===== src/rtl/chime_pkg.sv =====
// ============================================================================
// Module : chime_pkg
// Brief  : Shared types, BCD constants and sizing helpers for the chime block.
// Rev    : 1.0  initial release
// ============================================================================
`default_nettype none

package chime_pkg;

  typedef enum logic [2:0] {
    ST_IDLE   = 3'd0,
    ST_PIP_LO = 3'd1,
    ST_PIP_HI = 3'd2,
    ST_ALARM  = 3'd3,
    ST_SNOOZE = 3'd4
  } state_t;

  localparam logic [7:0] c_bcd_00 = 8'h00;
  localparam logic [7:0] c_bcd_59 = 8'h59;

  localparam int c_num_pips = 5;
  localparam logic [7:0] c_pip_secs [c_num_pips] = '{8'h50, 8'h52, 8'h54, 8'h56, 8'h58};

  // Width of a counter that must be able to hold max_count itself.
  function automatic int cnt_width(input int max_count);
    return (max_count < 1) ? 1 : $clog2(max_count + 1);
  endfunction

  function automatic logic is_pip_second(input logic [7:0] sec);
    logic hit;
    hit = 1'b0;
    for (int i = 0; i < c_num_pips; i++) begin
      if (sec == c_pip_secs[i]) hit = 1'b1;
    end
    return hit;
  endfunction

endpackage

`default_nettype wire


===== src/rtl/chime_time_match.sv =====
// ============================================================================
// Module : chime_time_match
// Brief  : Combinational BCD decode of the time-of-day into chime/alarm hits.
// Rev    : 1.0  initial release
// ============================================================================
`default_nettype none

module chime_time_match
  import chime_pkg::*;
(
  input  logic [7:0] hour,
  input  logic [7:0] minute,
  input  logic [7:0] second,
  input  logic [7:0] alarm_hour,
  input  logic [7:0] alarm_min,
  output logic       is_pip_lo,
  output logic       is_pip_hi,
  output logic       is_alarm
);

  // Plain 8-bit equality: out-of-range BCD codes can never match.
  assign is_pip_lo = (minute == c_bcd_59) && is_pip_second(second);
  assign is_pip_hi = (minute == c_bcd_00) && (second == c_bcd_00);
  assign is_alarm  = (hour == alarm_hour) && (minute == alarm_min) && (second == c_bcd_00);

endmodule

`default_nettype wire


===== src/rtl/chime_controller.sv =====
// ============================================================================
// Module : chime_controller
// Brief  : Hourly chime and daily alarm request generator for the Beeper.
//          Optional snooze support is built when CHIME_SNOOZE_EN is defined.
// Rev    : 1.0  initial release
// ============================================================================
`default_nettype none

module chime_controller
  import chime_pkg::*;
#(
  parameter int PIP_CYCLES = 50000000,
  parameter int ALARM_SECS = 60,
  parameter int SNOOZE_MIN = 5
) (
  input  logic       clk,
  input  logic       rst_n,
  input  logic       tick_1hz,
  input  logic [7:0] hour,
  input  logic [7:0] minute,
  input  logic [7:0] second,
  input  logic       chime_en,
  input  logic       alarm_en,
  input  logic [7:0] alarm_hour,
  input  logic [7:0] alarm_min,
  input  logic       alarm_stop,
  input  logic       snooze,
  output logic       open512,
  output logic       open1k,
  output logic       alarm_active
);

  localparam int                    c_pip_w     = cnt_width(PIP_CYCLES);
  localparam logic [c_pip_w-1:0]    c_pip_max   = c_pip_w'(PIP_CYCLES);
  localparam logic [c_pip_w-1:0]    c_pip_one   = c_pip_w'(1);
  localparam int                    c_alarm_w   = cnt_width(ALARM_SECS);
  localparam logic [c_alarm_w-1:0]  c_alarm_max = c_alarm_w'(ALARM_SECS);
  localparam logic [c_alarm_w-1:0]  c_alarm_one = c_alarm_w'(1);

  state_t               r_state;
  logic [c_pip_w-1:0]   r_pip_cnt;
  logic [c_alarm_w-1:0] r_alarm_cnt;
  logic                 r_open512;
  logic                 r_open1k;
  logic                 r_alarm_active;

  logic                 w_is_pip_lo;
  logic                 w_is_pip_hi;
  logic                 w_is_alarm;
  logic                 w_alarm_hit;
  logic                 w_lo_hit;
  logic                 w_hi_hit;
  logic [c_alarm_w-1:0] w_alarm_next;

  chime_time_match u_time_match (
    .hour       (hour),
    .minute     (minute),
    .second     (second),
    .alarm_hour (alarm_hour),
    .alarm_min  (alarm_min),
    .is_pip_lo  (w_is_pip_lo),
    .is_pip_hi  (w_is_pip_hi),
    .is_alarm   (w_is_alarm)
  );

  assign w_alarm_hit  = alarm_en & w_is_alarm;
  assign w_lo_hit     = chime_en & w_is_pip_lo;
  assign w_hi_hit     = chime_en & w_is_pip_hi;
  assign w_alarm_next = r_alarm_cnt + c_alarm_one;

`ifdef CHIME_SNOOZE_EN
  localparam int                     c_snooze_ticks = SNOOZE_MIN * 60;
  localparam int                     c_snooze_w     = cnt_width(c_snooze_ticks);
  localparam logic [c_snooze_w-1:0]  c_snooze_max   = c_snooze_w'(c_snooze_ticks);
  localparam logic [c_snooze_w-1:0]  c_snooze_one   = c_snooze_w'(1);

  logic [c_snooze_w-1:0] r_snooze_cnt;
  logic [c_snooze_w-1:0] w_snooze_next;

  assign w_snooze_next = r_snooze_cnt + c_snooze_one;
`else
  logic w_unused_snooze;
  assign w_unused_snooze = snooze ^ (SNOOZE_MIN == 0);
`endif

  always_ff @(posedge clk or negedge rst_n) begin
    if (!rst_n) begin
      r_state        <= ST_IDLE;
      r_pip_cnt      <= '0;
      r_alarm_cnt    <= '0;
      r_open512      <= 1'b0;
      r_open1k       <= 1'b0;
      r_alarm_active <= 1'b0;
`ifdef CHIME_SNOOZE_EN
      r_snooze_cnt   <= '0;
`endif
    end else begin
      case (r_state)
        ST_IDLE: begin
          if (tick_1hz) begin
            if (w_alarm_hit) begin
              r_state        <= ST_ALARM;
              r_alarm_cnt    <= '0;
              r_open512      <= 1'b0;
              r_open1k       <= 1'b1;
              r_alarm_active <= 1'b1;
            end else if (w_lo_hit) begin
              r_state   <= ST_PIP_LO;
              r_pip_cnt <= c_pip_one;
              r_open512 <= 1'b1;
              r_open1k  <= 1'b0;
            end else if (w_hi_hit) begin
              r_state   <= ST_PIP_HI;
              r_pip_cnt <= c_pip_one;
              r_open512 <= 1'b0;
              r_open1k  <= 1'b1;
            end
          end
        end

        ST_PIP_LO, ST_PIP_HI: begin
          // An alarm match always pre-empts a chime pip still in progress.
          if (tick_1hz && w_alarm_hit) begin
            r_state        <= ST_ALARM;
            r_pip_cnt      <= '0;
            r_alarm_cnt    <= '0;
            r_open512      <= 1'b0;
            r_open1k       <= 1'b1;
            r_alarm_active <= 1'b1;
          end else if (r_pip_cnt == c_pip_max) begin
            r_state   <= ST_IDLE;
            r_pip_cnt <= '0;
            r_open512 <= 1'b0;
            r_open1k  <= 1'b0;
          end else begin
            r_pip_cnt <= r_pip_cnt + c_pip_one;
          end
        end

        ST_ALARM: begin
          if (alarm_stop || !alarm_en) begin
            r_state        <= ST_IDLE;
            r_alarm_cnt    <= '0;
            r_open512      <= 1'b0;
            r_open1k       <= 1'b0;
            r_alarm_active <= 1'b0;
`ifdef CHIME_SNOOZE_EN
          end else if (snooze) begin
            r_state      <= ST_SNOOZE;
            r_alarm_cnt  <= '0;
            r_snooze_cnt <= '0;
            r_open512    <= 1'b0;
            r_open1k     <= 1'b0;
`endif
          end else if (tick_1hz) begin
            if (w_alarm_next == c_alarm_max) begin
              r_state        <= ST_IDLE;
              r_alarm_cnt    <= '0;
              r_open512      <= 1'b0;
              r_open1k       <= 1'b0;
              r_alarm_active <= 1'b0;
            end else begin
              // Tone on for even elapsed seconds, off for odd ones.
              r_alarm_cnt <= w_alarm_next;
              r_open1k    <= ~w_alarm_next[0];
            end
          end
        end

`ifdef CHIME_SNOOZE_EN
        ST_SNOOZE: begin
          if (alarm_stop || !alarm_en) begin
            r_state        <= ST_IDLE;
            r_snooze_cnt   <= '0;
            r_open512      <= 1'b0;
            r_open1k       <= 1'b0;
            r_alarm_active <= 1'b0;
          end else if (tick_1hz) begin
            if (w_snooze_next == c_snooze_max) begin
              r_state      <= ST_ALARM;
              r_snooze_cnt <= '0;
              r_alarm_cnt  <= '0;
              r_open1k     <= 1'b1;
            end else begin
              r_snooze_cnt <= w_snooze_next;
            end
          end
        end
`endif

        default: begin
          r_state        <= ST_IDLE;
          r_pip_cnt      <= '0;
          r_alarm_cnt    <= '0;
          r_open512      <= 1'b0;
          r_open1k       <= 1'b0;
          r_alarm_active <= 1'b0;
        end
      endcase
    end
  end

  assign open512      = r_open512;
  assign open1k       = r_open1k;
  assign alarm_active = r_alarm_active;

endmodule

`default_nettype wire


===== config.mk =====
export PLATFORM = sky130hd
export DESIGN_NAME = chime_controller
export DESIGN_NICKNAME = d
export VERILOG_FILES = /design/src/rtl/chime_pkg.sv /design/src/rtl/chime_time_match.sv /design/src/rtl/chime_controller.sv
export SDC_FILE = /design/constraint.sdc
export NUM_CORES = 1
export LEC_CHECK = 0
export BUFFER_PORTS_ARGS = -buffer_cell sky130_fd_sc_hd__buf_4
export CORE_ASPECT_RATIO = 0.8
export CORE_MARGIN = 5
export CORE_UTILIZATION = 38
export DETAILED_ROUTE_END_ITERATION = 10
export PLACE_DENSITY = 0.56
export RECOVER_POWER = 100
export SYNTH_ARGS = -nofsm -noshare
export SYNTH_HDL_FRONTEND = slang
export SYNTH_SLANG_ARGS = --single-unit

===== constraint.sdc =====
create_clock -name clk -period 3.7 [get_ports clk]
set_input_delay 0.74 -clock clk [delete_from_list [all_inputs] [get_ports clk]]
set_output_delay 0.74 -clock clk [all_outputs]
set_load 0.02 [all_outputs]

==> results.toml <==
[yosys]
yosysTopAreaCellShare = 0.333
yosysWarnings = 0
seq_area_frac_synth = 0.333
syn-num-nets = 363
ys_types = 52
synthCells = 309
syn_area_per_cell_um2 = 9.01
synth-main-ff-cell = "dfrtp_1"
synthTopCellsByArea = "dfrtp_1, a22o_1, xnor2_1"
synthArstFlopShare = 1.00
syn_area_um2 = 2780
netlist.top_cell.by_area = "dfrtp_1"
synth_seq_cells = 37
synth_edf_count = 0

[clocking]
cts_hold_buf = 0
cts.repair.resized = 0
clockBufferDepth = 2
cts_buffers = 5
clk_pin_slew_ns = 0.08
post_cts_buffers = 0
insertion_delay_ns = 0.30
htreeDepth = 2
cts_tree = "done"
cts-root-buf = "clkbuf_8"
clkSinkCount = 37

[pwr]
powerDensity_nw_per_um2 = 415
combPwrFrac = 0.428
power.switching_mw = 0.552
cell_internal_pwr_mw = 0.807
p_leak_nw = 1.37
clkPwrFrac = 0.230
peakVddDrop_v = 0.000198
switching_share = 0.406
seqPwrFrac = 0.342

[worst_hold_path]
hold_path.class = "flip-flop to flip-flop"

[sta]
slew_headroom = -0.400
finClkSkew_ns = 0.0114
fin_setup_tns_ns = 0
post-route-min-period_ns = 3.10
fin_crit_sh = 0.838
maxSlewViolCount = 38
grt_setup_unrepaired = "false"
final-hold-violation-count = 0
tightest_slew_ns = 2.10
setup_viol_count_final = 0
max_freq_mhz = 322

[detailed_routing]
vias = 2552
ant_nets = 0
wire_per_inst_um = 16.8
dr.pass1.iters = 4
via_per_inst = 5.77
wl_um = 7410
drt_iter0_drc = 153
drc_errors = 0

[placed_design]
dp_hpwl_um = 5510
place_congestion = 0.812
io_buffers = 48

[setup_path]
worstSetupPathType = "primary input to flip-flop"
critPathMaxFanout = 15
critPathMaxStageDelay_ns = 0.72
crit_required_ns = 3.89
end_kind = "flip-flop"
crit_chain = "clkbuf_4 > xor2_1 > nor4_1 > and3_1 > a211o_1 > clkbuf_1 > a2111oi_2 > a21o_1"
cp-start-kind = "primary input"
crit_slowest_cell = "clkbuf_1"
rrSetupSlack_ns = 0.60
arrival_ns = 3.29
critical_path_buf_inv_count = 2
cp_top_family = "buffers and inverters"

[floorplanning]
io_pins = 50
dieArea_um2 = 9150
start_util = 0.398
core_area_um2 = 6990
rows = 27
die_w_um = 106
die_h_um = 86.5

[global_routing]
gr-total-overflow = 0
grt_pass1_wl_um = 12300
grt_max_degree = 38
antenna_found_initial = 0
grt_pass1_vias = 2455
grt_usage = 0.165

[cells_and_area]
area_growth_pct = 17.7
layout-drive-gt1-share = 0.206
antenna_cells = 0
finish.utilization = 0.468
final_nets = 408

[run_status]
failed_checks = "max-capacitance violations, max-slew violations"
status = "finished, violations left"

[job]
maxCapViolations = 1
==> registers in the layout, summed over array words and instances (netlist names) <==
signal        count
alarm_active      1
open1k            1
open512           1
r_alarm_cnt       6
r_pip_cnt        26
r_state           2
==> Yosys cell counts, types with 8 or more instances <==
cell type  count
inv_1         12
xnor2_1       13
o22ai_1       10
dfrtp_1       37
nor4_1        11
a22o_1        15
nor3_1         9
nand3_1       20
a21o_1        13
o21ai_0        8
nand2_1       23
a21oi_1       14
clkbuf_1       8
nor2_1        18
==> routing by layer <==
layer / track usage / part of all wire / up-vias
met2: 0.258 / 0.45 / 43
met3: 0.0290 / 0.042 / 7
li1: - / - / 1284
met5: 0 / 0 / -
met4: 0.0400 / 0.011 / 0
met1: 0.237 / 0.50 / 1218
==> worst paths after layout <==
kind,from,endpoint,depth (start not counted)
setup / recovery,alarm_hour[5],r_pip_cnt[11],8
hold / removal,r_pip_cnt[23],r_pip_cnt[23],1
setup reg to reg,r_pip_cnt[0],r_state[1],8
hold reg to reg,r_pip_cnt[23],r_pip_cnt[23],1
max in group asynchronous,rst_n,r_pip_cnt[12],1
min in group asynchronous,rst_n,r_alarm_cnt[2],1
==> cell usage in the layout (no fill, tap or decap), types with 6 or more instances in the layout <==
cell,n
clkbuf_8,6
nor4_1,11
nor3_1,9
clkbuf_1,6
a21oi_1,14
xnor2_1,13
nand4_1,7
o21ai_0,9
a21o_1,13
a2111oi_2,7
buf_4,46
o22ai_1,10
nand2_1,23
dfrtp_1,37
nand3_1,20
a211oi_1,6
inv_1,12
a22o_1,15
and3_1,7
ha_1,7
nor2_1,18
==> power by group through the flow <==
stage,combinational [mW],sequential (mW),clock (mW)
2_1_floorplan,0.416,0.483,0
3_3_place_gp,0.597,0.473,0
3_5_place_dp,0.601,0.474,0
4_1_cts,0.604,0.466,0.320
5_1_grt,0.642,0.471,0.338
6_report,0.581,0.465,0.312
==> worst register-to-register path, stage by stage (launching register included) <==
cell      delay [ns]
dfrtp_1         0.43
inv_1           0.07
ha_1            0.13
and4bb_1        0.19
nand4_1         0.10
o41ai_1         0.75
o21ai_0         0.28
a211oi_1        0.65
mux2_1          0.38
==> cell type report <==
| type | count | area (um^2) |
|---|---|---|
| Fill cell | 713 | 3720 |
| Multi-Input combinational cell | 245 | 1720 |
| Sequential cell | 37 | 926 |
| Timing Repair Buffer | 53 | 375 |
| Tap cell | 87 | 109 |
| Clock buffer | 6 | 82.6 |
| Inverter | 12 | 45.0 |
| Clock inverter | 2 | 13.8 |
==> metrics by stage <==
stage / area, um^2 / total power [mW] / setup slack (ns) / std cells / hold slack, ns
2_1_floorplan: 2780 / 0.899 / 1.16 / 309 / 0.444
3_3_place_gp: 3210 / 1.07 / 0.682 / 434 / 0.482
3_5_place_dp: 3210 / 1.07 / 0.653 / 434 / 0.493
4_1_cts: 3310 / 1.39 / 0.926 / 442 / 0.422
5_1_grt: 3270 / 1.45 / 0.398 / 442 / 0.539
6_report: 3270 / 1.36 / 0.599 / 442 / 0.508
==> cell families (layout without fill, tap and decap cells) <==
| group | count (synthesis) | count (layout) | synth area share |
|---|---|---|---|
| adder cells (fa/ha/maj) | 7 | 7 | 0.0315 |
| buffers and inverters | 27 | 73 | 0.0436 |
| XOR/XNOR | 18 | 18 | 0.0567 |
| AND/OR/NAND/NOR | 118 | 118 | 0.234 |
| AO/OA/AOI/OAI | 97 | 97 | 0.282 |
| multiplexers | 5 | 5 | 0.0198 |
| flip-flops | 37 | 37 | 0.333 |
(Power assumes the default switching activity.)
